==> config.mk <==
export PLATFORM = sky130hd
export DESIGN_NAME = da_tx
export DESIGN_NICKNAME = d
export VERILOG_FILES = /design/src/rtl/da_tx.sv
export SDC_FILE = /design/constraint.sdc
export NUM_CORES = 1
export LEC_CHECK = 0
export ABC_AREA = 1
export CORE_ASPECT_RATIO = 0.7
export CORE_MARGIN = 1
export CORE_UTILIZATION = 30
export CTS_BUF_LIST = sky130_fd_sc_hd__clkbuf_8 sky130_fd_sc_hd__clkbuf_16
export CTS_CLUSTER_SIZE = 20
export DETAILED_ROUTE_END_ITERATION = 8
export SLEW_MARGIN = 20
export SYNTH_ARGS = -nofsm -noshare
export SYNTH_HDL_FRONTEND = slang
export SYNTH_SLANG_ARGS = --single-unit
==> constraint.sdc <==
create_clock -name da_clk -period 7.25 [get_ports da_clk]
set_input_delay 1.45 -clock da_clk [delete_from_list [all_inputs] [get_ports da_clk]]
set_output_delay 1.45 -clock da_clk [all_outputs]
set_load 0.005 [all_outputs]
==> src/rtl/da_tx.sv <==
`default_nettype none
// ============================================================================
// Module   : da_tx
// Brief    : Dual-channel DAC streamer, sample FIFO, rate-divided bit-reversed
//            pin output with latch strobe and underflow reporting.
// Revision : 1.0
// ============================================================================
module da_tx #(
  parameter int          DEPTH = 16,
  parameter logic [11:0] MID   = 12'h800
) (
  input  logic                     da_clk,
  input  logic                     rst_n,
  input  logic                     en,
  input  logic [7:0]               rate_div,
  input  logic                     s_valid,
  output logic                     s_ready,
  input  logic [11:0]              s_ch1,
  input  logic [11:0]              s_ch2,
  output logic [11:0]              da1_out,
  output logic [11:0]              da2_out,
  output logic                     da_wrt,
  output logic                     underflow,
  output logic [$clog2(DEPTH):0]   fifo_level
);

  localparam int          AW     = $clog2(DEPTH);
  localparam int          HALF_I = DEPTH / 2;
  localparam logic [AW:0] HALF   = HALF_I[AW:0];
  localparam logic [AW:0] FULL   = DEPTH[AW:0];

  typedef enum logic [1:0] {
    IDLE  = 2'd0,
    PRIME = 2'd1,
    RUN   = 2'd2
  } state_t;

  function automatic logic [11:0] bitrev(input logic [11:0] v);
    logic [11:0] r;
    for (int i = 0; i < 12; i++) r[i] = v[11-i];
    return r;
  endfunction

  localparam logic [11:0] MID_PIN = bitrev(MID);

  state_t      state_q, state_d;
  logic [AW:0] wr_ptr_q, wr_ptr_d;
  logic [AW:0] rd_ptr_q, rd_ptr_d;
  logic [7:0]  cnt_q, cnt_d;
  logic [11:0] da1_q, da1_d;
  logic [11:0] da2_q, da2_d;
  logic        wrt_q, wrt_d;
  logic        uf_q, uf_d;
  logic [23:0] mem_q [DEPTH];

  logic [AW:0] level;
  logic        empty;
  logic        tick;
  logic        push;
  logic        pop;
  logic [23:0] head;

  // Pointers carry one extra bit so full and empty are distinguishable.
  assign level   = wr_ptr_q - rd_ptr_q;
  assign empty   = (level == '0);
  assign s_ready = (state_q != IDLE) && (level != FULL);
  assign tick    = (state_q == RUN) && (cnt_q >= rate_div);
  assign push    = s_valid && s_ready && en;
  assign pop     = tick && !empty && en;
  assign head    = mem_q[rd_ptr_q[AW-1:0]];

  always_comb begin
    state_d  = state_q;
    wr_ptr_d = wr_ptr_q;
    rd_ptr_d = rd_ptr_q;
    cnt_d    = cnt_q;
    da1_d    = da1_q;
    da2_d    = da2_q;
    wrt_d    = 1'b0;
    uf_d     = 1'b0;
    if (!en) begin
      state_d  = IDLE;
      wr_ptr_d = '0;
      rd_ptr_d = '0;
      cnt_d    = '0;
      da1_d    = MID_PIN;
      da2_d    = MID_PIN;
    end else begin
      case (state_q)
        IDLE: begin
          state_d  = PRIME;
          wr_ptr_d = '0;
          rd_ptr_d = '0;
          cnt_d    = '0;
          da1_d    = MID_PIN;
          da2_d    = MID_PIN;
        end
        PRIME: begin
          if (level >= HALF) state_d = RUN;
          if (push) wr_ptr_d = wr_ptr_q + 1'b1;
        end
        RUN: begin
          cnt_d = tick ? 8'd0 : cnt_q + 8'd1;
          if (push) wr_ptr_d = wr_ptr_q + 1'b1;
          if (pop) begin
            rd_ptr_d = rd_ptr_q + 1'b1;
            da1_d    = bitrev(head[23:12]);
            da2_d    = bitrev(head[11:0]);
            wrt_d    = 1'b1;
          end else if (tick) begin
            uf_d = 1'b1;
          end
        end
        default: state_d = IDLE;
      endcase
    end
  end

  always_ff @(posedge da_clk or negedge rst_n) begin
    if (!rst_n) begin
      state_q  <= IDLE;
      wr_ptr_q <= '0;
      rd_ptr_q <= '0;
      cnt_q    <= '0;
      da1_q    <= MID_PIN;
      da2_q    <= MID_PIN;
      wrt_q    <= 1'b0;
      uf_q     <= 1'b0;
    end else begin
      state_q  <= state_d;
      wr_ptr_q <= wr_ptr_d;
      rd_ptr_q <= rd_ptr_d;
      cnt_q    <= cnt_d;
      da1_q    <= da1_d;
      da2_q    <= da2_d;
      wrt_q    <= wrt_d;
      uf_q     <= uf_d;
    end
  end

  // Storage needs no reset; occupancy is defined solely by the pointers.
  always_ff @(posedge da_clk) begin
    if (push) mem_q[wr_ptr_q[AW-1:0]] <= {s_ch1, s_ch2};
  end

  assign da1_out    = da1_q;
  assign da2_out    = da2_q;
  assign da_wrt     = wrt_q;
  assign underflow  = uf_q;
  assign fifo_level = level;

endmodule
`default_nettype wire

## Word-level counts from Yosys, hierarchy flattened

Memories as Yosys holds them, arrays and structs flattened.
Cells that the tools add are included.

- Memories kept: 1
- Logic and storage cells: 65
- RAM bits: 384
- Output and inout bits: 32
- Flip-flop bits (word level): 46

- Equality and inequality tests: 9
- Reductions and logical operators: 14
- Muxes and demuxes: 27
- Add/subtract/negate cells: 4
- $lt $le $gt $ge: 2

Memory list:

| name | depth | width | read ports | clocked after memory_dff | wr ports | RTL line | source |
|---|---|---|---|---|---|---|---|
| mem_q | 16 | 24 | 1 | 0 | 1 | 54 | `logic [23:0] mem_q [DEPTH];` |

Operators by type and width:

| operator | count |
|---|---|
| 12-bit two-way mux | 4 |
| 12-bit case mux with 2 select lines | 2 |
| 5-bit two-way mux | 4 |
| 5-bit case mux with 2 select lines | 2 |
| 8-bit two-way mux | 2 |
| 8-bit case mux with 2 select lines | 1 |
| 5-bit by 1-bit adder with 5-bit output (second input constant) | 2 |
| 1-bit two-way mux | 9 |
| 8-bit by 1-bit adder with 8-bit output (second input constant) | 1 |
| 8-bit greater-or-equal comparator | 1 |
| 1-bit logical AND | 6 |
| 3-bit by 2-bit != test with 1-bit output (second input constant) | 2 |
| 3-bit != test (second input constant) | 2 |
| 2-bit case mux with 3 select lines | 1 |
| 2-bit AND reduction | 3 |
| 5-bit by 4-bit greater-or-equal comparator with 1-bit output (second input constant) | 1 |
| 5-bit zero test | 1 |
| 5-bit != test (second input constant) | 1 |
| 5-bit subtractor | 1 |
| 2-bit two-way mux | 2 |
| 3-bit by 1-bit != test with 1-bit output (second input constant) | 1 |
| 2-bit by 1-bit equality test with 1-bit output (second input constant) | 1 |
| 2-bit equality test (second input constant) | 1 |
| 2-bit zero test | 1 |
| other kinds (4) | 4 |

## Longest topological paths before layout

- Depth after elaboration: 8
- Mapped depth: 18
- Gate-level depth less buffers: 15

## Worst setup path before layout

OpenSTA, ideal clock, no wires.

- Path kind: register to register
- Start: register rd_ptr_q[1]
- End: memory mem_q[10][0], enable pin
- Stages on the path, launching flop included: 12
- Path slack: 3065 ps
- Data arrival time: 3750 ps
- Setup time: 435 ps
- Buffers on the path: 4
- Period minus slack after synthesis: 4185 ps
- Cells stage by stage: dfrtp_1 > buf_4 > inv_2 > buf_4 > buf_2 > fa_1 > xor2_1 > nor2_2 > nand3_1 > nand4_2 > buf_2 > nor3_1

- Longest elaborated chain between the ends: 7

Ends and longest elaborated chain:

| item | RTL line | source |
|---|---|---|
| start: declaration | 48 | `logic [AW:0] rd_ptr_q, rd_ptr_d;` |
| start signal: assignment | 132 | `rd_ptr_q <= rd_ptr_d;` |
| 5-bit subtractor | 64 | `assign level = wr_ptr_q - rd_ptr_q;` |
| net fifo_level[2] | 24 | `output logic [$clog2(DEPTH):0] fifo_level` |
| 5-bit != test | 66 | `assign s_ready = (state_q != IDLE) && (level != FULL);` |
| 1-bit logical AND | 66 |  |
| 1-bit logical AND (2 in series) | 68 | `assign push = s_valid && s_ready && en;` |
| 1-bit two-way mux | 143 | `if (push) mem_q[wr_ptr_q[AW-1:0]] <= {s_ch1, s_ch2};` |
| 1-bit two-way mux (implied by the code) | 143 |  |
| end: declaration | 54 |  |

The timed path passes the listed nets, and every way through them passes these cells.

## Final worst setup path

- Start: register rd_ptr_q[1]
- End: output port s_ready

- Longest elaborated chain between the ends: 3

Ends and longest elaborated chain:

| item | RTL line | source |
|---|---|---|
| 5-bit subtractor | 64 |  |
| 5-bit != test | 66 |  |
| 1-bit logical AND | 66 |  |
| end: declaration | 17 | `output logic s_ready,` |

No other way between the ends.

==> key figures <==
Synthesis
  – Distinct cells, synth: 38
  – Synth top cells by count: edfxtp_1, nor2_1, nand2_1
  – Post-synthesis sequential area ratio: 0.7072
  – Cell with the most instances after synthesis: edfxtp_1
  – Synthesized Nets: 1,618
  – Share of the synthesized area in the top cell type: 0.6429
  – Synthesized flop and latch total: 430
  – Post-Syn Area: 17,940 sq um
  – EDFF count, synth: 384
  – Yosys warnings: 0
  – Main synth FF type: edfxtp_1
  – Synth area leader: edfxtp_1
  – Synth async-reset ratio: 0.1070
  – Syn Area/Cell: 11.50 sq um
  – Top cells by area, synth: edfxtp_1, nor2_1, dfrtp_1, o21ai_0, nand2_1
  – Post-Syn Instances: 1,559

Route
  – 1st-pass router iterations: 5
  – Initial detailed-routing violation count: 1,125
  – DR WL/cell: 17.63 um
  – Vias per cell: 4.743
  – Total number of vias: 11,534
  – Top sig layer: met4
  – Met3 wire length: 2756 um
  – WL met1: 21,250 um
  – Antenna viol nets, final: 0
  – DRC viols: 0
  – Detailed Route WL: 42,880 um
  – Met2 wire length: 18,390 um

STA
  – Clk_skew: 0.02608 ns
  – Setup Total Neg Slack: 0 ns
  – Rel. slew slack: 0.3117
  – Min cycle time layout: 4.951 ns
  – Setup violations, final: 0
  – RSZ-0062 raised after global routing: no
  – Highest clock rate: 202.0 MHz
  – Post-route clock period utilization: 0.6829
  – Final Hold Viols: 0
  – Pins over their slew limit: 0
  – Slew @ Worst Pin: 1.032 ns

GRT
  – Vias in the first global route: 11,141
  – Largest net degree at the start of global routing: 102
  – Total global-route track usage: 0.1424
  – Antenna violations before repair: 0
  – Grt ovf: 0
  – First-pass GRT wire length: 66,280 um

Power and ir drop
  – Sw power: 1157 uW
  – Combinational share of power: 0.067
  – Clock network power share: 0.384
  – VDD IR max: 191.8 uV
  – Leak pwr: 0.007327 uW
  – Cell internal pwr: 3891 uW
  – Sw frac: 0.2292
  – Flop pwr share: 0.549
  – Pwr dens: 244.9 nW/um^2

Place
  – IO buf count: 67
  – Post-DP HPWL: 22,970 um
  – Routability cong.: 0.7715

Floorplanning
  – Io pins: 68
  – Initial Util: 0.3055
  – Die width: 294.3 um
  – Core Area: 58,700 sq um
  – Vert. Die Dim: 206.6 um
  – Total Die Area: 60,780 sq um
  – Row count: 74

Final layout
  – Area Overhead vs Synth: 14.91%
  – Filler cells: 5,753
  – Antenna cells: 0
  – Area of the multi-input gates: 4712 sq um
  – Layout cells sized above 1: 0.06977
  – FF/Latch Area: 12,690 sq um
  – Core Util, Final: 0.3511
  – NumNets Final: 1,662

Job
  – Max_cap viols: 0

Clock tree
  – Clock Path Buffers: 3
  – Htree depth: 2
  – Post-CTS Setup Bufs: 0
  – CTS Buf Count: 39
  – CTS tree: built
  – CTS Root Cell: clkbuf_16
  – Hold_buf cts: 0
  – Post-CTS sizing: 0
  – Clock sink count: 430
  – Clk pin slew, worst setup/hold paths: 0.06 ns
  – Worst-skew pair later-pin latency: 0.55 ns

Hold path
  – Hold Crit Class: flip-flop to flip-flop

Worst setup path
  – CP Data Required Time: 5.80 ns
  – CP Capture Type: output port
  – CP Class: flip-flop to output port
  – Crit path DAT: 3.50 ns
  – Critical Path Fanout Max: 83
  – CP startpoint kind: flip-flop

Status
  – Status: complete, no violations
==> area by class of cell <==
| class | instances | area share |
|---|---|---|
| Inverter | 45 | 0.008439 |
| Clock inverter | 32 | 0.008439 |
| Clock buffer | 40 | 0.04857 |
| Tap cell | 798 | 0.04845 |
| Multi-Input combinational cell | 994 | 0.2286 |
| Timing Repair Buffer | 93 | 0.04177 |
| Sequential cell | 430 | 0.6157 |
==> state kept, by name, summed over array words and instances, names as in the netlist, 2 cells and up <==
signal	cells
da2_out	12
cnt_q	8
mem_q	384
wr_ptr_q	5
rd_ptr_q	5
state_q	2
da1_out	12
==> worst max-delay path: stages (launching register included) <==
cell and delay, ns:
dfrtp_1 0.65, inv_4 0.75, fa_1 0.57, or2_1 0.25
nor2_2 0.18, a31oi_1 0.10, clkdlybuf4s50_1 0.46
==> cell usage in the layout (no fill, tap or decap), drive strengths merged, types with 9 or more instances in the layout <==
cell / netlist / final
edfxtp: 384 / 384
inv: 45 / 57
nand3: 91 / 91
clkinv: 0 / 19
nand4: 27 / 27
dfrtp: 44 / 44
clkdlybuf4s50: 0 / 66
nor2: 314 / 314
nand2: 221 / 221
buf: 47 / 27
ha: 22 / 22
nor3: 18 / 18
a21oi: 9 / 9
clkbuf: 43 / 40
o21ai: 273 / 273
==> layer usage <==
| layer | global-route usage | vias up |
|---|---|---|
| li1 | - | 5555 |
| met1 | 0.2141 | 5620 |
| met2 | 0.2149 | 320 |
| met3 | 0.02655 | 39 |
| met4 | 0.02530 | 0 |
| met5 | 0 | - |
==> per-stage QoR <==
| step | hold slack, ns | total power (uW) | cell area (sq um) | setup slack (ns) | std cells |
|---|---|---|---|---|---|
| floorplan | 0.4510 | 3012 | 17940 | 3.065 | 1559 |
| global placement | 0.4627 | 3154 | 19430 | 2.790 | 2360 |
| detailed placement | 0.4630 | 3160 | 19430 | 2.610 | 2360 |
| CTS | 0.4727 | 5096 | 20610 | 2.229 | 2432 |
| global route | 0.4892 | 5228 | 20610 | 2.039 | 2432 |
| finish | 0.4705 | 5048 | 20610 | 2.299 | 2432 |
==> power groups by stage <==
| stage | registers, uW | clock network, uW | logic [uW] |
|---|---|---|---|
| 2_1_floorplan | 2820 | 0 | 194 |
| 3_3_place_gp | 2820 | 0 | 332 |
| 3_5_place_dp | 2820 | 0 | 339 |
| 4_1_cts | 2770 | 1990 | 341 |
| 5_1_grt | 2770 | 2080 | 380 |
| 6_report | 2770 | 1940 | 339 |
==> logic make-up (layout without fill, tap and decap cells) <==
kind of cell / Yosys count / count (layout) / synth area share
and+or+nand+nor: 674 / 674 / 0.1560
DFF: 430 / 430 / 0.7072
AOI/OAI and AO/OA: 288 / 288 / 0.08106
buffers and inverters: 135 / 210 / 0.03488
adders and majority gates: 23 / 23 / 0.01646
xor gates and xnor gates: 9 / 9 / 0.004395
==> final timing paths <==
check / from / to / slack (ns) / depth (start not counted)
worst max-delay path: rd_ptr_q[1] / s_ready / 2.30 / 6
worst min-delay path: da2_out[0] / da2_out[0] / 0.47 / 2
worst max register to register: rd_ptr_q[1] / mem_q[6][22] / 2.69 / 10
worst min register to register: da2_out[0] / da2_out[0] / 0.47 / 2
max in group asynchronous: rst_n / rd_ptr_q[0] / 5.56 / 2
min in group asynchronous: rst_n / cnt_q[3] / 1.06 / 2
Power figures use the tool's default switching activity.
